`config.mk`:
```
export PLATFORM = sky130hd
export DESIGN_NAME = tdm_demux32
export DESIGN_NICKNAME = d
export VERILOG_FILES = /design/src/rtl/tdm_pkg.sv /design/src/rtl/tdm_sel_counter.sv /design/src/rtl/tdm_demux32.sv
export SDC_FILE = /design/constraint.sdc
export NUM_CORES = 1
export LEC_CHECK = 0
export ABC_AREA = 0
export CORE_MARGIN = 2
export CORE_UTILIZATION = 50
export CTS_CLUSTER_DIAMETER = 150
export CTS_CLUSTER_SIZE = 24
export DETAILED_ROUTE_END_ITERATION = 6
export MAX_ROUTING_LAYER = met4
export PLACE_DENSITY = 0.73
export SKIP_LAST_GASP = 1
export SYNTH_ARGS = -nofsm -noshare
export SYNTH_HDL_FRONTEND = slang
export SYNTH_HIERARCHICAL = 1
export SYNTH_SLANG_ARGS = --single-unit
```
`constraint.sdc`:
```
create_clock -name clk -period 3.25 [get_ports clk]
set_clock_uncertainty 0.2 [all_clocks]
set_input_delay 0.4875 -clock clk [delete_from_list [all_inputs] [get_ports clk]]
set_output_delay 0.4875 -clock clk [all_outputs]
set_load 0.01 [all_outputs]
```
`src/rtl/tdm_pkg.sv`:
```
// Shared types and defaults for the TDM receive demultiplexer.
package tdm_pkg;

   localparam int unsigned N_CH_DEF = 32;

   typedef enum logic [1:0] {
      HUNT = 2'd0,
      FILL = 2'd1,
      HOLD = 2'd2
   } state_t;

endpackage

```
`src/rtl/tdm_sel_counter.sv`:
```
// Channel select counter: clear, load-to-1 (after a channel 0 write) and
// increment with natural wrap at the power-of-two channel count.
module tdm_sel_counter
   import tdm_pkg::*;
#(
   parameter int unsigned SEL_W = $clog2(N_CH_DEF)
) (
   input  logic             clk,
   input  logic             rst_n,
   input  logic             i_clr,
   input  logic             i_load1,
   input  logic             i_inc,
   output logic [SEL_W-1:0] o_sel
);

   logic [SEL_W-1:0] r_sel;

   always_ff @(posedge clk) begin
      if (!rst_n) begin
         r_sel <= '0;
      end else if (i_clr) begin
         r_sel <= '0;
      end else if (i_load1) begin
         r_sel <= SEL_W'(1);
      end else if (i_inc) begin
         r_sel <= r_sel + SEL_W'(1);
      end
   end

   assign o_sel = r_sel;

endmodule

```
`src/rtl/tdm_demux32.sv`:
```
// Serial-to-parallel TDM demultiplexer: locks to the channel 0 sync marker,
// rebuilds each frame and hands it out over a valid/ready register.
module tdm_demux32
   import tdm_pkg::*;
#(
   parameter int unsigned N_CH  = N_CH_DEF,
   parameter int unsigned SEL_W = $clog2(N_CH)
) (
   input  logic             clk,
   input  logic             rst_n,
   input  logic             in_valid,
   input  logic             in_bit,
   input  logic             in_sync,
   output logic             in_ready,
   output logic [N_CH-1:0]  out_word,
   output logic             out_valid,
   input  logic             out_ready,
   output logic [SEL_W-1:0] sel,
   output logic             sync_err
);

   state_t            r_state;
   state_t            w_state_nxt;
   logic [N_CH-1:0]   r_buf;
   logic [N_CH-1:0]   w_buf_nxt;
   logic [N_CH-1:0]   w_onehot;
   logic [N_CH-1:0]   r_out_word;
   logic              r_out_valid;
   logic              r_sync_err;
   logic [SEL_W-1:0]  w_sel;
   logic [SEL_W-1:0]  w_wr_idx;
   logic              w_accept;
   logic              w_last;
   logic              w_sel_clr;
   logic              w_sel_load1;
   logic              w_sel_inc;
   logic              w_buf_wr;
   logic              w_buf_clr;
   logic              w_out_load;
   logic              w_sync_err;

   assign in_ready = (r_state != HOLD);
   assign w_accept = in_valid && in_ready;
   assign w_last   = (w_sel == SEL_W'(N_CH - 1));

   tdm_sel_counter #(
      .SEL_W (SEL_W)
   ) u_sel_counter (
      .clk     (clk),
      .rst_n   (rst_n),
      .i_clr   (w_sel_clr),
      .i_load1 (w_sel_load1),
      .i_inc   (w_sel_inc),
      .o_sel   (w_sel)
   );

   always_ff @(posedge clk) begin
      if (!rst_n) begin
         r_state <= HUNT;
      end else begin
         r_state <= w_state_nxt;
      end
   end

   // Next state plus the per-cycle buffer, counter and output controls.
   always_comb begin
      w_state_nxt = r_state;
      w_sel_clr   = 1'b0;
      w_sel_load1 = 1'b0;
      w_sel_inc   = 1'b0;
      w_buf_wr    = 1'b0;
      w_buf_clr   = 1'b0;
      w_wr_idx    = w_sel;
      w_out_load  = 1'b0;
      w_sync_err  = 1'b0;
      case (r_state)
         HUNT: begin
            if (w_accept && in_sync) begin
               w_buf_wr    = 1'b1;
               w_buf_clr   = 1'b1;
               w_wr_idx    = '0;
               w_sel_load1 = 1'b1;
               w_state_nxt = FILL;
            end
         end
         FILL: begin
            if (w_accept) begin
               if (in_sync && (w_sel != '0)) begin
                  // Early marker: restart the frame from this bit.
                  w_sync_err  = 1'b1;
                  w_buf_wr    = 1'b1;
                  w_buf_clr   = 1'b1;
                  w_wr_idx    = '0;
                  w_sel_load1 = 1'b1;
               end else if (!in_sync && (w_sel == '0)) begin
                  w_sync_err  = 1'b1;
                  w_sel_clr   = 1'b1;
                  w_state_nxt = HUNT;
               end else begin
                  w_buf_wr  = 1'b1;
                  w_sel_inc = 1'b1;
                  if (w_last) begin
                     if (!r_out_valid || out_ready) begin
                        w_out_load = 1'b1;
                     end else begin
                        w_state_nxt = HOLD;
                     end
                  end
               end
            end
         end
         HOLD: begin
            if (out_ready) begin
               w_out_load  = 1'b1;
               w_state_nxt = FILL;
            end
         end
         default: begin
            w_state_nxt = HUNT;
         end
      endcase
   end

   // One-hot decode of the write index, matching the mux select.
   always_comb begin
      w_onehot  = N_CH'(1) << w_wr_idx;
      w_buf_nxt = r_buf;
      if (w_buf_wr) begin
         w_buf_nxt = (w_buf_clr ? '0 : (r_buf & ~w_onehot)) |
                     (in_bit ? w_onehot : '0);
      end
   end

   always_ff @(posedge clk) begin
      if (!rst_n) begin
         r_buf       <= '0;
         r_out_word  <= '0;
         r_out_valid <= 1'b0;
         r_sync_err  <= 1'b0;
      end else begin
         r_buf      <= w_buf_nxt;
         r_sync_err <= w_sync_err;
         if (w_out_load) begin
            r_out_word  <= w_buf_nxt;
            r_out_valid <= 1'b1;
         end else if (out_ready) begin
            r_out_valid <= 1'b0;
         end
      end
   end

   assign out_word  = r_out_word;
   assign out_valid = r_out_valid;
   assign sel       = w_sel;
   assign sync_err  = r_sync_err;

endmodule

```
==> metrics.md <==
| Metric | Value |
|---|---|
| Die ar. | 8360 um2 |
| Clock-pin transition on the worst setup and hold timing paths | 0.08 ns |
| Startpoint Class | register |
| Clock Path Buffers | 2 |
| WL met1 | 4500 um |
| DR top layer | met4 |
| Synth Flop Type | dfxtp_1 |
| Worst-path fanout max | 30 |
| Finished Layout Cells | around 540 |
| Input/output buffers | between 40 and 50 |
| Detailed Route WL | 10200 um |
| Final nets | 445 |
| Die Height | 91.5 um |
| Power Density | 500 nW/um2 |
| Clk_lat worst skew | approximately 0.36 ns |
| # DRC | 0 |
| # diodes | 0 |
| Placed Area | 4310 um2 |
| HPWL after DPL | 6690 um |
| H-tree Lvls | 3 |
| Critical path required time | around 3.3 ns |
| Final Cycle Share | 85.2% |
| Max Cap Viol | 0 |
| I/O pins | 46 |
| Async SR Flop Fraction | 0% |
| Synth Cell Area | 3820 um2 |
| Root buffer cell | clkbuf_8 |
| Vias | 3434 |
| P_leak | ~0.0015 uW |
| Core ar. | 7330 um2 |
| #FFs+latches synth | 73 |
| Wirelength per Cell | 18.9 um |
| Final hold slack | 0.268 ns |
| Initial antenna violation count | 0 |
| RSZ-0062 raised after global routing | false |
| Initial Util | 52.2% |
| Drt first pass iters | 5 |
| Layout area overhead | 18.4% |
| Setup CP Type | reg -> reg |
| Critical Path End Type | register |
| Gpl congestion | 0.870 |
| Clock sinks | 73 |
| Inst Count DP | 520 |
| Vias in the first global route | 3294 |
| DP Worst Slack | 0.406 ns |
| CTS tree | yes |
| Hold_buf cts | 0 |
| Worst-Margin Slew | 0.642 ns |
| Commonest non-fill, non-tap cell in the layout | dfxtp_1 |
| DR vias/cell | 6.41 |
| DR WL met3 | 581 um |
| Most frequent cells in the layout | dfxtp_1 (73), clkdlybuf4s50_1 (45), a21oi_1 (31) |
| Met2 routed WL | 4780 um |
| DRT antenna net count | 0 |
| DRT iter0 DRCs | approximately 300 |
| Syn avg cell area | between 9 and 10 um2 |
| Sequential share of the synthesized area | 38.2% |
| Fill cells | 638 |
| # setup viols final | 0 |
| Fmax | 0.361 GHz |
| Postcts setup bufs | 0 |
| # rows | 31 |
| Synth cell types | 67 |
| Min cycle time layout | 2.77 ns |
| Design Area, Final | 4530 um2 |
| Post-synth EDFFs | 0 |
| Hold Path Class | reg -> reg |
| Grt total ovfl | 0 |
| Status | finished clean |
| Total GRT Usage | 25.7% |
| Final Hold Vio Count | 0 |
| Share of post-route cells with drive strength above 1 | 13.7% |
| X dimension of the die | 91.5 um |
| Slew margin rel. | between 50 and 60% |
| Peak VDD IR | 0.231 mV |
| Largest net degree at the start of global routing | 52 |
| Post-synthesis net count | just over 400 |
| Synth warn | 6 |
| Syn Inst Count | around 400 |
| Setup TNS | 0 ns |
| Final worst slack | a little under 0.5 ns |
| First-pass GRT wire length | approximately 17000 um |
| Total CTS buffers | 9 |
| WP data arrival | 2.79 ns |
| Final Max Tran Viols | 0 |
| Post_cts resized | 0 |
==> cells in the mapped netlist (all sizes together), types with 8 or more instances <==
cell type / number / area, um2
dfxtp: 73 / 1460
a21oi: 32 / 171
nand4: 29 / 181
o311ai: 25 / 257
buf: 23 / 170
o31ai: 23 / 223
o2111ai: 22 / 193
clkbuf: 21 / 80.1
nand2: 19 / 71.3
a211oi: 9 / 67.6
inv: 8 / 30.0
==> per-layer routing <==
metal | global-route usage (%) | vias up
met5 | - | -
li1 | - | 1657
met2 | 40.6 | 121
met4 | 11.5 | 0
met1 | 33.1 | 1637
met3 | 3.07 | 19
==> area by class of cell <==
| cell class | instances | area [um2] | share of cell area (%) |
|---|---|---|---|
| repair buffers | 63 | 611 | 13.5 |
| clock buffers | 11 | 141 | 3.12 |
| inverters | 9 | 33.8 | 0.746 |
| multi-input cells | 276 | 2080 | 45.9 |
| flip-flops and latches | 73 | 1460 | 32.3 |
| well taps | 99 | 124 | 2.74 |
| clock inverters | 5 | 78.8 | 1.74 |
==> flip-flops by register name, indices dropped and copies added (netlist names) <==
name and flops:
r_state 2, sync_err 1, u_sel_counter/o_sel 5, out_valid 1, r_buf 32, out_word 32
==> critical path, cell delays in order (launching register included) <==
cell,delay (ns)
dfxtp_1,0.31
or3_1,0.43
nor2_1,0.17
inv_1,0.06
ha_1,0.25
and2b_1,0.29
o221ai_2,0.14
buf_12,0.20
o311ai_1,0.46
a21oi_1,0.13
==> where the power goes <==
group          internal (uW)  switching, uW
logic                    179            361
registers                911           11.9
clock network            452            351
==> path summary, 6_finish.rpt <==
path | endpoint | start | slack, ns | cells after the start
setup reg to reg | r_buf[6] | u_sel_counter/o_sel[2] | 0.48 | 9
setup / recovery | r_buf[6] | u_sel_counter/o_sel[2] | 0.48 | 9
hold reg to reg | out_word[10] | out_word[10] | 0.27 | 2
hold / removal | out_word[10] | out_word[10] | 0.27 | 2
==> cells by family (layout without fill, tap and decap cells) <==
group / count (synthesis) / count (layout) / share of synthesized area [%]
simple gates: 111 / 111 / 17.4
xor+xnor: 1 / 1 / 0.229
fa+ha+maj: 7 / 7 / 2.29
mux: 11 / 11 / 3.34
flops: 73 / 73 / 38.2
buf+inv: 53 / 88 / 7.43
compound gates: 146 / 146 / 31.1
==> metrics by stage <==
stage               util (%)  power, uW
finish                  61.8       2270
global route            61.8       2350
CTS                     61.8       2260
detailed placement      58.8       1470
global placement        58.8       1460
floorplan                  -       1350
(Power assumes the default switching activity.)
